--- src/rtl/hacd_reg_arbiter.sv ---
// hacd_reg_arbiter
// Round-robin arbiter sharing the 32-bit HACD register port between
// NUM_REQ requesters. A beat issued with lock=1 keeps the grant for the
// following beat, so a 64-bit access split into two beats stays atomic.
//
// Handshake: a requester raises valid with stable fields and holds them
// until it sees its req_ready_o pulse. Downstream, a beat completes in the
// cycle where s_valid_o && s_ready_i; req_rdata_o is valid in that cycle.
//
// Optional feature: define HACD_REG_ARB_TIMEOUT_EN to enable a watchdog
// that completes a stalled beat with an error after TIMEOUT_CYCLES.

module hacd_reg_arbiter #(
    parameter int          NUM_REQ        = 2,
    parameter int          TIMEOUT_CYCLES = 256,
    parameter logic [31:0] ERR_RDATA      = 32'hDEAD_BEEF
) (
    input  logic                    cfg_clk_i,
    input  logic                    cfg_rst_ni,
    input  logic [NUM_REQ-1:0]      req_valid_i,
    input  logic [NUM_REQ-1:0]      req_write_i,
    input  logic [NUM_REQ-1:0]      req_lock_i,
    input  logic [NUM_REQ*32-1:0]   req_addr_i,
    input  logic [NUM_REQ*32-1:0]   req_wdata_i,
    input  logic [NUM_REQ*4-1:0]    req_wstrb_i,
    output logic [NUM_REQ-1:0]      req_ready_o,
    output logic [31:0]             req_rdata_o,
    output logic [NUM_REQ-1:0]      req_err_o,
    output logic                    s_valid_o,
    output logic                    s_write_o,
    output logic [31:0]             s_addr_o,
    output logic [31:0]             s_wdata_o,
    output logic [3:0]              s_wstrb_o,
    input  logic                    s_ready_i,
    input  logic [31:0]             s_rdata_i,
    output logic [NUM_REQ-1:0]      grant_o,
    output logic                    busy_o
);

    localparam int PW = (NUM_REQ > 1) ? $clog2(NUM_REQ) : 1;

    typedef enum logic [1:0] {
        ST_IDLE   = 2'd0,
        ST_GRANT  = 2'd1,
        ST_LOCKED = 2'd2
    } state_t;

    state_t               r_state;
    logic [NUM_REQ-1:0]   r_grant;
    logic [PW-1:0]        r_gidx;
    logic [PW-1:0]        r_rr_ptr;

    logic                 w_any;
    logic [PW-1:0]        w_pick;
    logic [PW-1:0]        w_ptr_next;
    logic                 w_busy;
    logic                 w_gvalid;
    logic                 w_glock;
    logic                 w_hs;
    logic                 w_to;

    // Pick the first requesting index at or above rr_ptr, wrapping around.
    always_comb begin
        logic [PW-1:0] v_idx;
        w_any  = 1'b0;
        w_pick = '0;
        v_idx  = '0;
        for (int k = 0; k < NUM_REQ; k++) begin
            v_idx = PW'((int'(r_rr_ptr) + k) % NUM_REQ);
            if (!w_any && req_valid_i[v_idx]) begin
                w_any  = 1'b1;
                w_pick = v_idx;
            end
        end
    end

    assign w_ptr_next = (r_gidx == PW'(NUM_REQ - 1)) ? '0 : r_gidx + PW'(1);
    assign w_busy     = (r_state != ST_IDLE);
    assign w_gvalid   = req_valid_i[r_gidx];
    assign w_glock    = req_lock_i[r_gidx];

`ifdef HACD_REG_ARB_TIMEOUT_EN
    logic [15:0] r_cnt;

    assign w_to = w_busy && (r_cnt == 16'(TIMEOUT_CYCLES));

    // Watchdog: count stalled cycles of the current beat, restart per beat.
    always_ff @(posedge cfg_clk_i or negedge cfg_rst_ni) begin
        if (!cfg_rst_ni) begin
            r_cnt <= '0;
        end else if (!w_busy || w_hs) begin
            r_cnt <= '0;
        end else if (s_valid_o && !s_ready_i) begin
            r_cnt <= r_cnt + 16'd1;
        end
    end

    assign req_err_o = w_to ? r_grant : '0;
`else
    logic w_unused_cfg;
    assign w_unused_cfg = ^TIMEOUT_CYCLES;
    assign w_to         = 1'b0;
    assign req_err_o    = '0;
`endif

    // The grantee's fields go straight through; nothing is driven when idle.
    assign s_valid_o   = w_busy && w_gvalid && !w_to;
    assign s_write_o   = w_busy && req_write_i[r_gidx];
    assign s_addr_o    = w_busy ? req_addr_i[32*r_gidx +: 32]  : '0;
    assign s_wdata_o   = w_busy ? req_wdata_i[32*r_gidx +: 32] : '0;
    assign s_wstrb_o   = w_busy ? req_wstrb_i[4*r_gidx +: 4]   : '0;
    assign w_hs        = s_valid_o && s_ready_i;

    assign req_ready_o = (w_hs || w_to) ? r_grant : '0;
    assign req_rdata_o = w_to ? ERR_RDATA : (w_hs ? s_rdata_i : '0);
    assign grant_o     = r_grant;
    assign busy_o      = w_busy;

    // Arbitration FSM: IDLE grants, GRANT/LOCKED forward beats and release.
    always_ff @(posedge cfg_clk_i or negedge cfg_rst_ni) begin
        if (!cfg_rst_ni) begin
            r_state  <= ST_IDLE;
            r_grant  <= '0;
            r_gidx   <= '0;
            r_rr_ptr <= '0;
        end else begin
            case (r_state)
                ST_IDLE: begin
                    if (w_any) begin
                        r_grant <= NUM_REQ'(1) << w_pick;
                        r_gidx  <= w_pick;
                        r_state <= ST_GRANT;
                    end
                end
                ST_GRANT, ST_LOCKED: begin
                    if (w_to) begin
                        // Forced release: the lock is dropped and rr_ptr moves on.
                        r_rr_ptr <= w_ptr_next;
                        r_grant  <= '0;
                        r_state  <= ST_IDLE;
                    end else if (!w_gvalid) begin
                        // Grantee abandoned the beat: re-arbitrate, priority unchanged.
                        r_grant <= '0;
                        r_state <= ST_IDLE;
                    end else if (w_hs) begin
                        if (w_glock) begin
                            r_state <= ST_LOCKED;
                        end else begin
                            r_rr_ptr <= w_ptr_next;
                            r_grant  <= '0;
                            r_state  <= ST_IDLE;
                        end
                    end
                end
                default: begin
                    r_grant <= '0;
                    r_state <= ST_IDLE;
                end
            endcase
        end
    end

endmodule

--- config.mk ---
export PLATFORM = sky130hd
export DESIGN_NAME = hacd_reg_arbiter
export DESIGN_NICKNAME = d
export VERILOG_FILES = /design/src/rtl/hacd_reg_arbiter.sv
export SDC_FILE = /design/constraint.sdc
export NUM_CORES = 1
export LEC_CHECK = 0
export ABC_AREA = 1
export BUFFER_PORTS_ARGS = -buffer_cell sky130_fd_sc_hd__buf_2
export CAP_MARGIN = 20
export CORE_AREA = 2 2 111 113
export CTS_CLUSTER_DIAMETER = 50
export DETAILED_ROUTE_END_ITERATION = 7
export DIE_AREA = 0 0 113 115
export PLACE_DENSITY = 0.46
export REMOVE_ABC_BUFFERS = 1
export SLEW_MARGIN = 40
export SYNTH_ARGS = -nofsm -noshare
export SYNTH_HDL_FRONTEND = slang
export SYNTH_SLANG_ARGS = --single-unit
--- constraint.sdc ---
create_clock -name cfg_clk_i -period 1.6 [get_ports cfg_clk_i]
set_input_delay 0.08 -clock cfg_clk_i [delete_from_list [all_inputs] [get_ports cfg_clk_i]]
set_output_delay 0.08 -clock cfg_clk_i [all_outputs]
set_load 0.01 [all_outputs]
# After elaboration in Yosys (flattened, before gate mapping)
# Cells that the tools add are included.
# W data, S select, Z words.
[classes]
add_sub_neg = 2
n_lt_le_gt_ge = 3
n_eq_ne = 5
n_shift = 4
n_mux = 30
bitwise = 1
n_reduce_logical = 12
[op_table]
columns = ["operator", "n"]
rows = [
  ["$shiftx A64 B7 Y32", 2],
  ["$mux W32", 3],
  ["$mux W2", 9],
  ["$mux W1", 15],
  ["$pmux W2 S2", 2],
  ["$shiftx A8 B4 Y4", 1],
  ["$lt A1 B2 Y1 const B", 3],
  ["$ne A3 B3 Y1 const B", 2],
  ["$logic_and A1 B1 Y1", 4],
  ["$mux W4", 1],
  ["$reduce_and A2 Y1", 2],
  ["$reduce_and A4 Y1", 1],
  ["$reduce_and A3 Y1", 1],
  ["$add A1 B1 Y1 const B", 2],
  ["$eq A2 B1 Y1 const B", 1],
  ["$eq A2 B2 Y1 const B", 1],
  ["$logic_not A2 Y1", 1],
  ["$ne A2 B2 Y1 const B", 1],
  ["$reduce_bool A2 Y1", 1],
  ["$reduce_or A2 Y1", 1],
  ["$shl A1 B1 Y2 const A", 1],
  ["$logic_not A1 Y1", 1],
  ["$not A1 Y1", 1],
]
[totals]
register_bits = 6
inputBits = 177
output_inout_bits = 109

# Longest topological paths before layout
# Gate-level depths: netlist of the first run.
[logic_depth]
word_depth = 9
depth_mapped = 8

# Least setup slack after synthesis of the first run
# No wires, ideal clock.
[synth_timing]
path_type = "reg2out"
from = "register r_state[0]"
to = "output s_addr_o[0]"
arrival_time_ns = 1.296
path_slack_ns = 0.224
path_stages_with_launch = 7
cell_sequence = "dfrtp_1 -> inv_1 -> ha_1 -> inv_2 -> clkbuf_1 -> o21ai_0 -> nor2_1"
[synth_via]
elab_chain_cells = 2
[synth_rtl]
columns = ["item", "line_no", "rtl"]
rows = [
  ["start, declared", "48", "state_t r_state;"],
  ["start signal, assigned", "122", "r_state <= ST_IDLE;"],
  ["start signal, assigned", "132", "r_state <= ST_GRANT;"],
  ["start signal, assigned", "140", "r_state <= ST_IDLE;"],
  ["$reduce_bool A2 Y1", "78", "assign w_busy = (r_state != ST_IDLE);"],
  ["$mux W32", "109", "assign s_addr_o = w_busy ? req_addr_i[32*r_gidx +: 32] : '0;"],
  ["end, declared", "31", "output logic [31:0] s_addr_o,"],
]
# No other way between the ends.

# Worst setup path after layout of the first run
[layout_timing]
from = "register r_state[1]"
to = "output s_wdata_o[23]"
[layout_via]
elab_chain_cells = 2
[layout_rtl]
columns = ["item", "line_no", "rtl"]
rows = [
  ["$reduce_bool A2 Y1", "78", ""],
  ["$mux W32", "110", "assign s_wdata_o = w_busy ? req_wdata_i[32*r_gidx +: 32] : '0;"],
  ["end, declared", "32", "output logic [31:0] s_wdata_o,"],
]
# No other way between the ends.

==> impl_metrics.py, run 1 <==
metrics = {
    "outcome": {
        "run_status": "finished with violations",
        "violated_checks": "design-rule violations, negative setup slack",
    },
    "sta": {
        "report.final.slew_viol_count": 0,
        "hold_slack_ps": 205,
        "finClkSkew_ps": 6.32,
        "setup_repair_after_global_routing_missed_its_margin": "yes",
        "setup_slack_ps": -101,
        "maxClockFrequency_mhz": 588,
        "report.final.setup_viol": 72,
        "final_min_period_ps": 1700,
        "min_period_over_period_pct": 106,
        "finalHoldViolCount": 0,
        "final_sum_of_negative_setup_slack_ps": -2660,
    },
    "final_layout": {
        "nets": 835,
        "seqCellArea_um2": 151,
        "area_grow_syn2layout_pct": 133,
        "drive_above_1_share_pct": 59.2,
        "fillers": 1303,
        "multi_input_comb_area_um2": 1430,
        "non_filler_instances": 802,
        "utilization_of_the_core_after_routing_pct": 34.5,
        "post_route_cell_area_um2": 4080,
    },
    "place": {
        "place_inst": 768,
        "port_buffers": 283,
        "gp_routability_congestion": 0.997,
        "placedInstanceArea_um2": 3320,
        "place.detailed.hpwl_um": 7430,
        "detailedPlace.worstSlack_ps": 130,
    },
    "synth": {
        "post_synth.cell_area_avg_um2": 4.91,
        "post_synth_instance_area_um2": 1750,
        "netlist-cell-type-count": 23,
        "postSynthCellCount": 357,
        "yosysWarnings": 0,
        "yosys_register_bits": 6,
        "yosysSeqAreaShare_pct": 8.57,
    },
    "route": {
        "wirelength_routed_um": 10900,
        "vias": 3326,
        "firstDrtPassIters": 8,
        "drt_iter0_markers": 114,
        "drt_drc_violations_left": 8,
        "dr_vias_cell": 4.15,
        "ant_nets_after_route": 0,
        "routedWlPerCell_um": 13.6,
    },
    "setup_path": {
        "worst_path_largest_cell_delay_ps": 390,
        "worst_setup_sp": "r_state[1]",
        "data_required_time_of_the_worst_path_ps": 1520,
        "cp_cell_sequence": "inv_2 > ha_4 > inv_6 > buf_6 > buf_16 > buf_8 > buf_6 > o21ai_2 > nor2_1 > buf_2",
        "crit-reg2reg-capture": "r_gidx",
        "cp_max_fo": 4,
        "critical_path_start_end_classification": "reg2out",
        "worstSetupEndpoint": "s_wdata_o[23]",
        "cell_with_the_largest_stage_delay_on_the_worst_path": "sky130_fd_sc_hd__dfrtp_1",
        "crit-reg2reg-launch": "r_state[1]",
        "worst_setup_path_end_kind": "output pin",
        "critPathArrivalTime_ps": 1620,
        "rr_worst_depth": 10,
        "critPathLaunchType": "register",
        "r2r_slack_ps": -60,
        "critical-path-top-cell-by-count": "sky130_fd_sc_hd__buf_6",
    },
    "floorplan": {
        "design.core.area_um2": 11800,
        "die-width_um": 113,
        "die_area_um2": 13000,
        "placementRows": 40,
        "die-height_um": 115,
        "io_pins": 286,
        "initial_utilization_pct": 14.8,
    },
    "global_routing": {
        "gr-usage-all-layers_pct": 13.4,
        "grt_antenna_before_repair": 1,
        "global_route.overflow_total": 0,
        "grt_max_degree": 67,
        "grt_pass1_vias": 2921,
        "grt_pass1_wl_um": 14400,
    },
    "clocking": {
        "clkLatencyLatePin_ps": 230,
        "tritoncts": "built",
        "h-tree-depth": 1,
        "cts.sink_count": 6,
        "cts_buffers": 3,
        "cts.reportedPaths.clkPinSlew_ps": 40,
        "cts.root.buffer_cell": "sky130_fd_sc_hd__clkbuf_16",
        "cts_max_path_buffers": 2,
    },
    "power": {
        "power_density_nw_per_um2": 2060,
        "vdd_drop_max_v": 0.000873,
        "power.leakage_nw": 2.46,
        "report.power.total_mw": 8.42,
    },
    "run": {
        "drv.max_cap_violation_count": 0,
    },
    "hold_path": {
        "min_path_type": "in2async",
    },
}
[kinds of logic (layout without fill, tap and decap cells)]
| family | count (synthesis) | count (layout) | synth area share [%] |
|---|---|---|---|
| fa+ha+maj | 3 | 3 | 2.14 |
| compound gates | 74 | 74 | 21.6 |
| buf+inv | 68 | 364 | 17.6 |
| simple gates | 205 | 205 | 50.0 |
| flops | 6 | 6 | 8.57 |
| other cells | 1 | 3 | 0.214 |
[power by group]
part	leakage (nW)	switching, mW	internal, mW	total, mW
Combinational	2.35	4.02	3.67	7.69
Clock	0.0382	0.0950	0.332	0.427
Sequential	0.0741	0.0710	0.231	0.302
[worst max-delay path: cells and delay by family (launching register included)]
| kind | cells | cell delay [ps] |
|---|---|---|
| adder cells (fa/ha/maj) | 1 | 160 |
| flip-flops | 1 | 390 |
| AO/OA/AOI/OAI | 1 | 50 |
| AND/OR/NAND/NOR | 1 | 40 |
| buffers and inverters | 7 | 760 |
[worst min-delay path by stage]
stage	cells past startpoint	slack, ps	startpoint	to
final	2	210	cfg_rst_ni	r_gidx
after global routing	4	250	req_valid_i[1]	grant_o[0]
after CTS	2	220	cfg_rst_ni	r_rr_ptr
after detailed placement	1	-80	cfg_rst_ni	r_rr_ptr
after global placement	1	-80	cfg_rst_ni	grant_o[1]
after floorplan	0	-220	cfg_rst_ni	grant_o[0]
[final cells by class]
| type | instances | area share, % |
|---|---|---|
| Timing Repair Buffer | 319 | 50.7 |
| Multi-Input combinational cell | 284 | 35.0 |
| Tap cell | 147 | 4.51 |
| Inverter | 41 | 4.02 |
| Sequential cell | 6 | 3.71 |
| Clock buffer | 4 | 1.93 |
| Antenna cell | 1 | 0.0613 |
[sequential cells by signal, summed over array words and instances, names as in the netlist]
| name | cells |
|---|---|
| grant_o | 2 |
| r_state | 2 |
| r_gidx | 1 |
| r_rr_ptr | 1 |
[Yosys cell counts]
| cell | instances | area share [%] |
|---|---|---|
| sky130_fd_sc_hd__nor2_1 | 155 | 33 |
| sky130_fd_sc_hd__o21ai_0 | 70 | 20 |
| sky130_fd_sc_hd__conb_1 | 1 | 0.21 |
| sky130_fd_sc_hd__nand2_2 | 2 | 0.71 |
| sky130_fd_sc_hd__nand3_2 | 1 | 0.57 |
| sky130_fd_sc_hd__buf_6 | 5 | 3.2 |
| sky130_fd_sc_hd__or2_2 | 1 | 0.36 |
| sky130_fd_sc_hd__a21oi_1 | 3 | 0.86 |
| sky130_fd_sc_hd__nand3_1 | 5 | 1.4 |
| sky130_fd_sc_hd__dfrtp_1 | 6 | 8.6 |
| sky130_fd_sc_hd__inv_6 | 1 | 0.50 |
| sky130_fd_sc_hd__nand4_1 | 3 | 1.1 |
| sky130_fd_sc_hd__buf_2 | 2 | 0.57 |
| sky130_fd_sc_hd__nand3_4 | 1 | 1.0 |
| sky130_fd_sc_hd__o211ai_2 | 1 | 0.71 |
| sky130_fd_sc_hd__inv_1 | 39 | 8.4 |
| sky130_fd_sc_hd__nor2_2 | 20 | 7.1 |
| sky130_fd_sc_hd__ha_1 | 3 | 2.1 |
| sky130_fd_sc_hd__buf_4 | 2 | 0.86 |
| sky130_fd_sc_hd__clkbuf_1 | 18 | 3.9 |
| sky130_fd_sc_hd__inv_2 | 1 | 0.21 |
| sky130_fd_sc_hd__nand2_1 | 15 | 3.2 |
| sky130_fd_sc_hd__nand2_4 | 2 | 1.3 |
[repair_timing]
action / CTS / global route
gates resized for setup: 8 / 89
endpoints found under the hold margin: 6 / 0
setup endpoints to repair: 101 / 93
pin swaps: 0 / 14
setup buffers: 7 / 9
cloned: 3 / 9
hold buffers: 1 / 0
[metal layers]
metal / part of all wire, % / up-vias / track usage [%]
met5: 0 / - / 0
met4: 1.2 / 0 / 3.41
met3: 5.1 / 12 / 2.06
met2: 52 / 136 / 24.3
met1: 41 / 1488 / 16.7
li1: - / 1690 / -
[cell usage in the layout (no fill, tap or decap), types with 6 or more instances in the layout]
cell / synthesis / layout
sky130_fd_sc_hd__buf_12: 0 / 7
sky130_fd_sc_hd__buf_2: 2 / 281
sky130_fd_sc_hd__buf_4: 2 / 9
sky130_fd_sc_hd__buf_6: 5 / 6
sky130_fd_sc_hd__clkbuf_16: 0 / 12
sky130_fd_sc_hd__inv_1: 39 / 37
sky130_fd_sc_hd__nand2_1: 15 / 15
sky130_fd_sc_hd__nor2_1: 155 / 141
sky130_fd_sc_hd__nor2_2: 20 / 31
sky130_fd_sc_hd__o21ai_0: 70 / 29
sky130_fd_sc_hd__o21ai_1: 0 / 24
sky130_fd_sc_hd__o21ai_2: 0 / 17
Note: power is estimated with default switching activity, not from simulation.
==> run 2: changes to the inputs <==
- ABC_AREA: 1 -> default
- CORE_AREA: 2 2 111 113 -> 2 2 110 112
- DIE_AREA: 0 0 113 115 -> 0 0 112 114
- GPL_TIMING_DRIVEN: default -> 0
- PLACE_DENSITY: 0.46 -> 0.47
==> impl_metrics.py, run 2 <==
metrics = {
    "synth": {
        "post_synth_arst_share_pct": 100,
        "postSynth.topFlopCell": "sky130_fd_sc_hd__dfrtp_1",
        "netlist_top_cells_area": "sky130_fd_sc_hd__mux2i_1, sky130_fd_sc_hd__nor2_1, sky130_fd_sc_hd__and2_1",
        "list_of_most_frequent_post_synthesis_cells": "sky130_fd_sc_hd__mux2i_1, sky130_fd_sc_hd__nor2_1, sky130_fd_sc_hd__and2_1",
        "synth_top_cell_by_area": "sky130_fd_sc_hd__mux2i_1",
        "netlist-cell-type-count": 30,
        "yosysWarnings": 0,
        "post_synth_instance_area_um2": 1730,
        "post_synth.cell_area_avg_um2": 7.33,
        "yosys_register_bits": 6,
        "synth.top_cell.area_share_pct": 40.5,
        "postSynthCellCount": 236,
        "count_of_flip_flops_with_a_built_in_enable_after_synthesis": 0,
        "yosysSeqAreaShare_pct": 8.68,
    },
    "hold_path": {
        "min_delay_path_depth": 3,
        "min_delay_endpoint": "r_rr_ptr",
        "min_from": "req_lock_i[1]",
        "min_path_type": "in2reg",
    },
    "setup_path": {
        "worst_setup_path_end_kind": "output pin",
        "cp_max_fo": 8,
        "worst_path_dominant_cell_family": "buffers and inverters",
        "crit-reg2reg-launch": "r_state[0]",
        "critPathLaunchType": "register",
        "critical_path_start_end_classification": "reg2out",
        "cell_with_the_largest_stage_delay_on_the_worst_path": "sky130_fd_sc_hd__dfrtp_1",
        "crit-reg2reg-capture": "grant_o[0]",
        "critPathArrivalTime_ps": 1840,
        "data_required_time_of_the_worst_path_ps": 1520,
        "r2r_slack_ps": -290,
        "rr_worst_depth": 8,
        "cp_cell_sequence": "inv_2 > ha_4 > buf_12 > or2b_4 > nor2_4 > buf_4 > buf_12 > and2_1 > buf_2",
        "critical_path_buf_inv_count": 5,
        "critical-path-top-cell-by-count": "sky130_fd_sc_hd__buf_12",
        "worst_path_largest_cell_delay_ps": 370,
    },
    "sta": {
        "finClkSkew_ps": 3.48,
        "report.final.setup_viol": 81,
        "report.final.slew_viol_count": 0,
        "hold_slack_ps": 175,
        "final_sum_of_negative_setup_slack_ps": -12110,
        "maxClockFrequency_mhz": 522,
        "setup_slack_ps": -316,
        "finalHoldViolCount": 0,
        "final_min_period_ps": 1920,
        "setup_repair_after_global_routing_missed_its_margin": "yes",
        "min_period_over_period_pct": 120,
    },
    "floorplan": {
        "io_pins": 286,
        "initial_utilization_pct": 14.8,
        "die-height_um": 114,
        "die_area_um2": 12800,
        "die-width_um": 112,
        "placementRows": 40,
        "design.core.area_um2": 11700,
    },
    "outcome": {
        "violated_checks": "negative setup slack",
        "run_status": "finished with violations",
    },
    "clocking": {
        "clkLatencyLatePin_ps": 230,
        "cts.sink_count": 6,
        "cts.root.buffer_cell": "sky130_fd_sc_hd__clkbuf_16",
        "cts_buffers": 3,
        "cts_max_path_buffers": 2,
        "tritoncts": "built",
        "cts.reportedPaths.clkPinSlew_ps": 40,
        "h-tree-depth": 1,
    },
    "route": {
        "ant_nets_after_route": 0,
        "dr_vias_cell": 4.13,
        "routedWlPerCell_um": 15.0,
        "drt_drc_violations_left": 0,
        "vias": 2864,
        "wirelength_routed_um": 10400,
        "drt_iter0_markers": 74,
        "firstDrtPassIters": 4,
    },
    "run": {
        "drv.max_cap_violation_count": 0,
    },
    "place": {
        "detailedPlace.worstSlack_ps": -692,
        "place.detailed.hpwl_um": 6660,
        "port_buffers": 283,
        "gp_routability_congestion": 0.784,
    },
    "global_routing": {
        "grt_pass1_wl_um": 13300,
        "grt_pass1_vias": 2544,
        "gr-usage-all-layers_pct": 13.1,
        "grt_antenna_before_repair": 0,
        "global_route.overflow_total": 0,
        "grt_max_degree": 22,
    },
    "final_layout": {
        "num_antenna_cells": 0,
        "final_cell_mix": "sky130_fd_sc_hd__buf_2, sky130_fd_sc_hd__mux2i_1, sky130_fd_sc_hd__nor2_2, sky130_fd_sc_hd__nor2_1, sky130_fd_sc_hd__and2_1",
        "utilization_of_the_core_after_routing_pct": 37.5,
        "area_grow_syn2layout_pct": 154,
        "mostFrequentLayoutCell": "sky130_fd_sc_hd__buf_2",
        "fillers": 1189,
        "drive_above_1_share_pct": 74.6,
        "nets": 728,
    },
    "power": {
        "power_density_nw_per_um2": 1830,
        "power.leakage_nw": 2.56,
        "vdd_drop_max_v": 0.000888,
    },
}
-- run 2: timing repair --
| item | CTS | global route |
|---|---|---|
| resized for setup | 35 | 90 |
| gates cloned | 6 | 7 |
| hold buffers | 1 | 0 |
| endpoints found under the hold margin | 6 | 0 |
| endpoints found under the setup margin | 81 | 101 |
| pin swaps | 24 | 6 |
| setup buffers | 25 | 5 |
-- run 2: worst max-delay path by stage --
stage                          start               to  slack [ps]  cells after the start
after floorplan               r_gidx         r_rr_ptr       -2170                      4
after global placement        r_gidx         r_rr_ptr       -3030                      4
after detailed placement  r_state[0]  req_rdata_o[12]        -690                      7
after CTS                 r_state[0]  req_rdata_o[11]        -290                      9
after global routing      r_state[0]  req_rdata_o[13]        -360                      9
final                     r_state[0]  req_rdata_o[13]        -320                      9
-- run 2: tightest hold or removal path: cells and delay by family --
kind	cells	cell delay (ps)
compound gates	1	100
simple gates	1	100
buf+inv	1	90
-- run 2: layout make-up --
type	count	area (µm²)	share of cell area (%)
Sequential cell	6	154	3.50
Inverter	5	18.8	0.427
Multi-Input combinational cell	205	1740	39.6
Tap cell	147	184	4.19
Clock buffer	4	78.8	1.79
Timing Repair Buffer	327	2220	50.5
-- run 2: report_power, final --
group / internal (mW) / total, mW / switching [mW]
combinational: 3.84 / 7.32 / 3.48
sequential: 0.225 / 0.297 / 0.0716
clock: 0.332 / 0.429 / 0.0973
total: 4.40 / 8.05 / 3.65
-- run 2: metrics by stage --
step                      area (µm²)  power (mW)  instances
after global routing            4390        8.53        694
after floorplan                 1620        2.79        215
final                           4390        8.05        694
after CTS                       3880        6.64        684
after detailed placement        3300        4.83        648
after global placement          3220        3.36        645
-- run 2: layer usage --
metal	GRT usage (%)	wire, µm
met5	0	0
met4	1.46	70
met3	2.44	681
met2	25.5	5450
met1	15.3	4220
-- run 2: kinds of logic (layout without fill, tap and decap cells) --
group / count (synthesis) / count (layout) / share of synthesized area [%]
AND/OR/NAND/NOR: 115 / 116 / 32.3
multiplexers: 73 / 73 / 43.1
buffers and inverters: 27 / 336 / 7.53
AO/OA/AOI/OAI: 11 / 11 / 5.93
flip-flops: 6 / 6 / 8.68
adder cells (fa/ha/maj): 3 / 3 / 2.17
other: 1 / 2 / 0.217
